`config.mk`:
```
export PLATFORM = sky130hd
export DESIGN_NAME = manual_drive_ctrl
export DESIGN_NICKNAME = d
export VERILOG_FILES = /design/src/rtl/drive_pkg.sv /design/src/rtl/turn_blinker.sv /design/src/rtl/manual_drive_ctrl.sv
export SDC_FILE = /design/constraint.sdc
export NUM_CORES = 1
export LEC_CHECK = 0
export CORE_MARGIN = 2
export CORE_UTILIZATION = 45
export DETAILED_ROUTE_END_ITERATION = 12
export PLACE_DENSITY = 0.65
export SETUP_SLACK_MARGIN = 0.02
export SLEW_MARGIN = 10
export SYNTH_ARGS = -nofsm -noshare
export SYNTH_HDL_FRONTEND = slang
export SYNTH_SLANG_ARGS = --single-unit
```
`constraint.sdc`:
```
create_clock -name clk -period 5.4 [get_ports clk]
set_clock_uncertainty 0.05 [all_clocks]
set_input_delay 0.81 -clock clk [delete_from_list [all_inputs] [get_ports clk]]
set_output_delay 0.81 -clock clk [all_outputs]
set_load 0.01 [all_outputs]
```
`src/rtl/drive_pkg.sv`:
```
// Shared encodings for the manual, semi-auto and auto drive controllers.
//
// Contents:
//   POFF / PON      - power indication levels
//   run_state_e     - car run state (NSTART, START, MOVING, OFF)
//   moving_state_e  - moving sub-state, one-hot except NON_MOVING
package drive_pkg;

    localparam logic POFF = 1'b0;
    localparam logic PON  = 1'b1;

    typedef enum logic [1:0] {
        NSTART = 2'b00,
        START  = 2'b01,
        MOVING = 2'b10,
        OFF    = 2'b11
    } run_state_e;

    typedef enum logic [3:0] {
        NON_MOVING   = 4'b0000,
        MOVE_FORWARD = 4'b0001,
        MOVE_BACK    = 4'b0010,
        TURN_LEFT    = 4'b0100,
        TURN_RIGHT   = 4'b1000
    } moving_state_e;

endpackage

```
`src/rtl/turn_blinker.sv`:
```
// Turn / hazard lamp blinker.
//
// A free-running counter 0..BLINK_HALF-1 toggles a blink phase on every wrap.
// Each lamp is registered as its request ANDed with the phase value that is
// being loaded on the same edge, so lamps line up with the phase register.
//
// Ports:
//   clk    - system clock
//   rst_n  - synchronous active-low reset (counter 0, phase 1, lamps 0)
//   req_l  - left lamp request (from next-state values)
//   req_r  - right lamp request
//   lamp_l - left lamp drive (registered)
//   lamp_r - right lamp drive (registered)
module turn_blinker #(
    parameter int unsigned BLINK_HALF = 50000000
) (
    input  logic clk,
    input  logic rst_n,
    input  logic req_l,
    input  logic req_r,
    output logic lamp_l,
    output logic lamp_r
);

    localparam int unsigned CntW = (BLINK_HALF > 1) ? $clog2(BLINK_HALF) : 1;
    localparam logic [CntW-1:0] CntMax = CntW'(BLINK_HALF - 1);

    logic [CntW-1:0] cnt_q, cnt_d;
    logic            phase_q, phase_d;
    logic            lamp_l_q, lamp_r_q;

    always_comb begin
        cnt_d   = cnt_q + CntW'(1);
        phase_d = phase_q;
        if (cnt_q == CntMax) begin
            cnt_d   = '0;
            phase_d = ~phase_q;
        end
    end

    always_ff @(posedge clk) begin
        if (!rst_n) begin
            cnt_q    <= '0;
            phase_q  <= 1'b1;
            lamp_l_q <= 1'b0;
            lamp_r_q <= 1'b0;
        end else begin
            cnt_q    <= cnt_d;
            phase_q  <= phase_d;
            lamp_l_q <= req_l & phase_d;
            lamp_r_q <= req_r & phase_d;
        end
    end

    assign lamp_l = lamp_l_q;
    assign lamp_r = lamp_r_q;

endmodule

```
`src/rtl/manual_drive_ctrl.sv`:
```
// Registered manual-drive controller.
//
// Owns the run state and moving sub-state, drives blinking turn/hazard lamps,
// stalls on a reverse-gear change without clutch, latches OFF until power is
// toggled, and counts saturating mileage while MOVING.
//
// Ports:
//   clk, rst_n                 - clock, synchronous active-low reset
//   power                      - global power switch
//   global_state               - mode select; 2'b00 enables idle hazard lamps in NSTART
//   clutch, brake, throttle    - pedals
//   rgs                        - reverse gear
//   left, right                - turn switches
//   state                      - run state (registered)
//   moving_state               - moving sub-state (registered)
//   manual_power               - 1 when state != OFF
//   turn_left_light            - left lamp drive
//   turn_right_light           - right lamp drive
//   off_event                  - one-cycle pulse on each non-reset entry into OFF
//   mileage                    - saturating distance units
module manual_drive_ctrl
    import drive_pkg::*;
#(
    parameter int unsigned BLINK_HALF = 50000000,
    parameter int unsigned MILE_TICKS = 100000000,
    parameter int unsigned MILE_W     = 16
) (
    input  logic              clk,
    input  logic              rst_n,
    input  logic              power,
    input  logic [1:0]        global_state,
    input  logic              clutch,
    input  logic              brake,
    input  logic              throttle,
    input  logic              rgs,
    input  logic              left,
    input  logic              right,
    output logic [1:0]        state,
    output logic [3:0]        moving_state,
    output logic              manual_power,
    output logic              turn_left_light,
    output logic              turn_right_light,
    output logic              off_event,
    output logic [MILE_W-1:0] mileage
);

    localparam int unsigned SubW = (MILE_TICKS > 1) ? $clog2(MILE_TICKS) : 1;
    localparam logic [SubW-1:0] SubMax = SubW'(MILE_TICKS - 1);

    run_state_e    state_q, state_d;
    moving_state_e mov_q, mov_d;
    moving_state_e dir_code;
    logic          manual_power_q, manual_power_d;
    logic          off_event_q, off_event_d;
    // Previous-cycle samples used for edge detection.
    logic          power_prev_q, rgs_prev_q;
    logic          power_rise, rgs_changed;
    logic          req_l, req_r;

    logic [SubW-1:0]   mile_sub_q, mile_sub_d;
    logic [MILE_W-1:0] mileage_q, mileage_d;

    assign power_rise  = power & ~power_prev_q;
    assign rgs_changed = rgs ^ rgs_prev_q;

    // Direction while driving; reverse gear overrides the turn switches.
    always_comb begin
        dir_code = MOVE_FORWARD;
        if (rgs) begin
            dir_code = MOVE_BACK;
        end else if (left && !right) begin
            dir_code = TURN_LEFT;
        end else if (right && !left) begin
            dir_code = TURN_RIGHT;
        end
    end

    // Run-state next-state logic; power loss overrides every state.
    always_comb begin
        state_d = state_q;
        mov_d   = NON_MOVING;
        if (!power) begin
            state_d = OFF;
        end else begin
            unique case (state_q)
                OFF: begin
                    // Held power never re-arms: a stall needs a power toggle.
                    if (power_rise) begin
                        state_d = NSTART;
                    end
                end
                NSTART: begin
                    if (!brake) begin
                        if (throttle && !clutch) begin
                            state_d = OFF;
                        end else if (throttle && clutch && !rgs) begin
                            state_d = START;
                        end
                    end
                end
                START: begin
                    if (brake) begin
                        state_d = NSTART;
                    end else if (throttle && !clutch) begin
                        state_d = MOVING;
                        mov_d   = dir_code;
                    end
                end
                MOVING: begin
                    if (rgs_changed && !clutch) begin
                        state_d = OFF;
                    end else if (brake) begin
                        state_d = NSTART;
                    end else if (!throttle) begin
                        state_d = START;
                    end else begin
                        mov_d = dir_code;
                    end
                end
                default: state_d = OFF;
            endcase
        end
    end

    always_comb begin
        manual_power_d = (state_d != OFF) ? PON : POFF;
        off_event_d    = (state_d == OFF) && (state_q != OFF);
    end

    // Lamp requests follow the next state so lamps change with the state.
    always_comb begin
        req_l = 1'b0;
        req_r = 1'b0;
        unique case (state_d)
            NSTART: begin
                req_l = (global_state == 2'b00);
                req_r = (global_state == 2'b00);
            end
            START, MOVING: begin
                req_l = left & ~rgs;
                req_r = right & ~rgs;
            end
            default: begin
                req_l = 1'b0;
                req_r = 1'b0;
            end
        endcase
    end

    // Sub-counter holds outside MOVING; mileage saturates but the sub-counter keeps wrapping.
    always_comb begin
        mile_sub_d = mile_sub_q;
        mileage_d  = mileage_q;
        if (state_q == MOVING) begin
            if (mile_sub_q == SubMax) begin
                mile_sub_d = '0;
                if (mileage_q != {MILE_W{1'b1}}) begin
                    mileage_d = mileage_q + MILE_W'(1);
                end
            end else begin
                mile_sub_d = mile_sub_q + SubW'(1);
            end
        end
    end

    always_ff @(posedge clk) begin
        if (!rst_n) begin
            state_q        <= OFF;
            mov_q          <= NON_MOVING;
            manual_power_q <= POFF;
            off_event_q    <= 1'b0;
            power_prev_q   <= 1'b0;
            rgs_prev_q     <= 1'b0;
            mile_sub_q     <= '0;
            mileage_q      <= '0;
        end else begin
            state_q        <= state_d;
            mov_q          <= mov_d;
            manual_power_q <= manual_power_d;
            off_event_q    <= off_event_d;
            power_prev_q   <= power;
            rgs_prev_q     <= rgs;
            mile_sub_q     <= mile_sub_d;
            mileage_q      <= mileage_d;
        end
    end

    turn_blinker #(
        .BLINK_HALF(BLINK_HALF)
    ) u_blinker (
        .clk   (clk),
        .rst_n (rst_n),
        .req_l (req_l),
        .req_r (req_r),
        .lamp_l(turn_left_light),
        .lamp_r(turn_right_light)
    );

    assign state        = state_q;
    assign moving_state = mov_q;
    assign manual_power = manual_power_q;
    assign off_event    = off_event_q;
    assign mileage      = mileage_q;

endmodule

```
* Word level (Yosys, flattened, before mapping)
Index checks and enable logic that the tools add are counted.
** Word-level totals
- Flip-flop bits (word level) :: 82
- Output and inout bits :: 26
- Logic and storage cells :: 79
** Operators by class
- Add/subtract/negate cells :: 3
- Equality and inequality tests :: 11
- Muxes and demuxes :: 25
- Bitwise operators :: 10
- Reductions and logical operators :: 18
** Operator list (number)
- $mux 4 :: 8
- $add 27x1->27 const B :: 1
- $eq 27x27->1 const B :: 1
- $mux 27 :: 1
- $add 26x1->26 const B :: 1
- $eq 26x26->1 const B :: 1
- $mux 2 :: 10
- $add 16x1->16 const B :: 1
- $ne 16x16->1 const B :: 1
- $eq 2x2->1 const B :: 4
- $pmux 2 s4 :: 1
- $pmux 4 s2 :: 1
- $logic_and 1x1->1 :: 7
- $logic_not 2->1 :: 3
- $and 1x1->1 :: 5
- $eq 2x1->1 const B :: 2
- $logic_not 1->1 :: 4
- $ne 2x2->1 const B :: 2
- $not 1->1 :: 4
- $pmux 1 s2 :: 2
- $reduce_or 2->1 :: 2
- $reduce_and 3->1 :: 1
- $mux 1 :: 2
- $reduce_and 2->1 :: 1
- $xor 1x1->1 :: 1

* Longest topological paths before layout
- Word-level depth :: 11
- Mapped depth :: 12
- Gate-level depth less buffers :: 11

* Modules after synthesis
A second synthesis with hierarchy kept.
** Unflattened totals
- Cell total of the unflattened synthesis :: 474
- Area, all modules :: 4095.2 um2
** By module, submodules not included
- manual_drive_ctrl :: instances 1, cells an instance 326, area each 2760.1 um2
- turn_blinker :: instances 1, cells an instance 148, area each 1335.0 um2

* Least setup slack after synthesis
No wires, ideal clock.
- Kind :: reg2reg
- Start :: register state_q[1] (netlist: state[1])
- End :: register mileage_q[15] (netlist: mileage[15])
- Arrival :: 2538 ps
- Data required time :: 5280 ps
- Slack :: 2742 ps
- Cell stages (with the launch flop) :: 9
- Path buffers :: 2
- Path through :: dfxtp_1 -> ha_1 -> buf_2 -> nand4_1 -> nor4_1 -> or4b_1 -> buf_2 -> or3_1 -> a21oi_1
** Between the ends
- Longest elaborated chain between the ends :: 2
** Ends and longest elaborated chain
- from (decl) :: line manual_drive_ctrl.sv:50 : run_state_e state_q, state_d;
- from (signal assigned) :: line manual_drive_ctrl.sv:177 : state_q <= state_d;
- $eq 2x2->1 :: line manual_drive_ctrl.sv:154 : if (state_q == MOVING) begin
- $reduce_and 3->1 (no source line)
- to (signal assigned) :: line manual_drive_ctrl.sv:184 : mileage_q <= mileage_d;
- to (decl) :: line manual_drive_ctrl.sv:61 : logic [MILE_W-1:0] mileage_q, mileage_d;
Every way passes these cells.
A chain may end at the register's enable or synchronous reset.

* Worst setup path in the final report
Same ends and word-level chain as after synthesis.

==> run_results.csv <==
group,metric,value,unit
job,maxCapViolations,0,
pwr,power_density,241,nW/um2
place,place_hpwl,5360,um
worst_setup_path,path_depth,6,
logic_synthesis,synth_flop_cell,"dfxtp_1",
global_route,overflow,0,
floorplanning,io_pins,37,
worst_setup_path,r2r_slack,2.18,ns
outcome,outcome,"finished, final reports clean",
pwr,leakage,1.59,nW
worst_setup_path,path_delay_family,"simple AND/OR/NAND/NOR gates",
worst_setup_path,cp.required,5.63,ns
logic_synthesis,ys_ff_latch,82,
worst_setup_path,crit_chain,"ha_1 > nand4_1 > nor4_1 > or4b_1 > or3_1 > a21oi_1",
global_route,grt-busiest-layer,"met2",
worst_setup_path,endpoint_kind,"flop",
logic_synthesis,synth_edf_count,0,
logic_synthesis,synth_nets,474,
worst_setup_path,critPathLaunch,"state[1]$_SDFF_PN1_",
logic_synthesis,ys_types,45,
detailed_routing,routed_wl,7610,um
final_layout,syn2layout_area_growth,16.2,%
detailed_routing,detail_route.wl_per_cell,12.8,um
timing,finalSetupTns,0,ns
global_route,grt_pass1_wl,12900,um
clock_network,cts_buffers,9,
detailed_routing,remaining_drc_errors,0,
global_route,grt_max_degree,28,
clock_network,cts_setup_buffers,0,
worst_setup_path,cp-endpoint,"mileage[15]$_SDFFE_PN0P_",
place,place_worst_setup_slack,2.11,ns
logic_synthesis,syn_area,3850,um2
global_route,antenna_found_initial,0,
detailed_routing,vias,3174,
final_layout,stdcell_area,4470,um2
logic_synthesis,seq_area_frac_synth,42.6,%
worst_setup_path,crit_slowest_cell,"or4b_1",
detailed_routing,vias_per_cell,5.33,
min_path,holdPathStages,1,
detailed_routing,drtPass1Iterations,4,
worst_setup_path,r2r-start,"state[1]$_SDFF_PN1_",
timing,hold_ws,0.452,ns
floorplanning,initial_core_util,46.6,%
place,place_area,4300,um2
clock_network,cts_tree,"built",
logic_synthesis,avgSynthCellArea,8.56,um2
worst_setup_path,critPathLaunchType,"flop",
min_path,hold_path.class,"flop to flop",
clock_network,clock_latency,0.36,ns
floorplanning,die_area,9310,um2
global_route,gr-usage-met1,22.6,%
timing,min_period,3.22,ns
timing,setup_violations,0,
detailed_routing,drt_iter0_drc,153,
worst_setup_path,critical_path_class,"flop to flop",
worst_setup_path,reg2reg_depth,6,
worst_setup_path,path_max_fanout,10,
global_route,grt.met2_usage,28.6,%
logic_synthesis,syn_inst,450,
timing,fin_crit_sh,59.5,%
final_layout,drive_above_1_share,4.08,%
global_route,grt_pass1_vias,2911,
clock_network,cts-hold-fix-buffers,0,
floorplanning,chipWidth,96.5,um
timing,worst_slew_pin_slew,1.10,ns
floorplanning,rows,33,
floorplanning,die_h,96.5,um
worst_setup_path,arrival,3.44,ns
clock_network,clockBufferDepth,2,
global_route,use_met3,3.88,%
clock_network,path_clk_slew,0.09,ns
worst_setup_path,worst_r2r_endpoint,"mileage[15]$_SDFFE_PN0P_",
clock_network,clockRootBuffer,"clkbuf_8",
timing,slew_headroom,25.8,%
timing,finalHoldViolations,0,
detailed_routing,ant_nets,0,
logic_synthesis,yosysWarningCount,0,
logic_synthesis,async_reset_ff_share,0,%
worst_setup_path,cp_num_buf_inv,0,
place,gp_congestion,0.795,
timing,rsz0062_at_grt,"false",
global_route,grt.total_usage,17.5,%
worst_setup_path,critPathMaxStageDelay,0.66,ns
pwr,ir_drop,0.0991,mV
clock_network,post_cts_resized,0,
timing,drv_slew,0,
timing,fin_ws,2.18,ns
clock_network,htree_levels,3,
clock_network,cts.sinks,82,
timing,fmax,311,MHz
place,io_buffers,36,
final_layout,layout.nets,509,
final_layout,diodes,0,
floorplanning,core-area,8260,um2
==> sequential cells by signal, summed over array words and instances, names as in the netlist <==
name,flops
mileage,16
u_blinker.phase_q,1
manual_power,1
off_event,1
rgs_prev_q,1
u_blinker.lamp_l,1
u_blinker.cnt_q,26
u_blinker.lamp_r,1
moving_state,4
mile_sub_q,27
power_prev_q,1
state,2
==> synthesized netlist by cell type (all sizes together) (2+ instances only) <==
cell type  count  area, um2
a21boi         2       15.0
a21o           2       15.0
a21oi          9       45.0
and2           9       56.3
and3           8       50.1
and4           3       26.3
and4b          2       20.0
buf            2       10.0
clkbuf        12       45.0
dfxtp         82       1640
ha            13        163
inv           14       52.6
nand2         38        143
nand2b         8       50.1
nand3         25        125
nand4         22        138
nand4b         2       17.5
nor2          70        263
nor2b          3       18.8
nor3           7       35.0
nor3b          2       15.0
nor4          11       68.8
o211ai         4       30.0
o21ai          8       40.0
o21bai         3       22.5
o311ai         3       26.3
o31ai          6       45.0
o41ai          4       35.0
or2            2       12.5
or3            3       18.8
or4            7       52.6
xnor2         12        105
xor2          40        350
==> per-layer routing <==
layer  wire [um]  up-vias  part of all wire, %
li1            -     1640                    -
met1        3680     1469                   48
met2        3450       55                   45
met3         351       10                  4.6
met4         124        0                  1.6
met5           0        -                    0
==> cells by family (layout without fill, tap and decap cells) <==
logic type                 after synthesis  after routing  share of synthesized area (%)
AOI/OAI and AO/OA                       47             47                           8.42
xor gates and xnor gates                52             52                           11.8
adders and majority gates               13             13                           4.22
buffers and inverters                   29             69                           2.89
DFF                                     82             82                           42.6
muxes                                    1              1                          0.260
and+or+nand+nor                        226            226                           29.7
==> worst min-delay path by stage <==
stage                                              from                       endpoint  slack [ns]
after floorplan           u_blinker.cnt_q[0]$_SDFF_PP0_  u_blinker.cnt_q[0]$_SDFF_PP0_        0.39
after global placement    u_blinker.cnt_q[0]$_SDFF_PP0_  u_blinker.cnt_q[0]$_SDFF_PP0_        0.41
after detailed placement  u_blinker.cnt_q[0]$_SDFF_PP0_  u_blinker.cnt_q[0]$_SDFF_PP0_        0.44
after CTS                 u_blinker.cnt_q[0]$_SDFF_PP0_  u_blinker.cnt_q[0]$_SDFF_PP0_        0.45
after global routing      u_blinker.cnt_q[0]$_SDFF_PP0_  u_blinker.cnt_q[0]$_SDFF_PP0_        0.48
final                     u_blinker.cnt_q[0]$_SDFF_PP0_  u_blinker.cnt_q[0]$_SDFF_PP0_        0.45
==> final cells by class <==
cell class,instances,area (um2)
Clock inverter,4,27.5
Multi-Input combinational cell,339,2100
Timing Repair Buffer,38,375
Inverter,15,56.3
Tap cell,105,131
Clock buffer,12,145
Sequential cell,82,1640
Fill cell,802,3780
==> power by group <==
part,switching [W],internal [W]
Sequential,0.00000694,0.000611
Clock,0.000216,0.000179
Combinational,0.0000352,0.0000296
==> stage by stage <==
step                      cells  util [%]  total power, W
after global placement      579      52.1        0.000696
after floorplan             450         -        0.000672
after global routing        595      54.2         0.00112
final                       595      54.2         0.00108
after detailed placement    579      52.1        0.000697
after CTS                   595      54.2         0.00109
==> cell usage in the layout (no fill, tap or decap), types with 4 or more instances in the layout <==
cell,synthesis,routed
and3_1,8,8
xnor2_1,12,12
inv_1,14,14
ha_1,13,13
nand4_1,22,22
nor3_1,7,7
nand3_1,25,25
o41ai_1,4,4
clkbuf_8,0,10
xor2_1,40,40
o211ai_1,4,4
dfxtp_1,82,82
nor2_1,70,70
nand2b_1,8,8
or4_1,7,7
clkdlybuf4s50_1,0,36
o31ai_1,6,6
and2_1,9,9
nand2_1,38,38
a21oi_1,9,9
o21ai_0,8,8
nor4_1,11,11
Power figures use the tool's default switching activity.
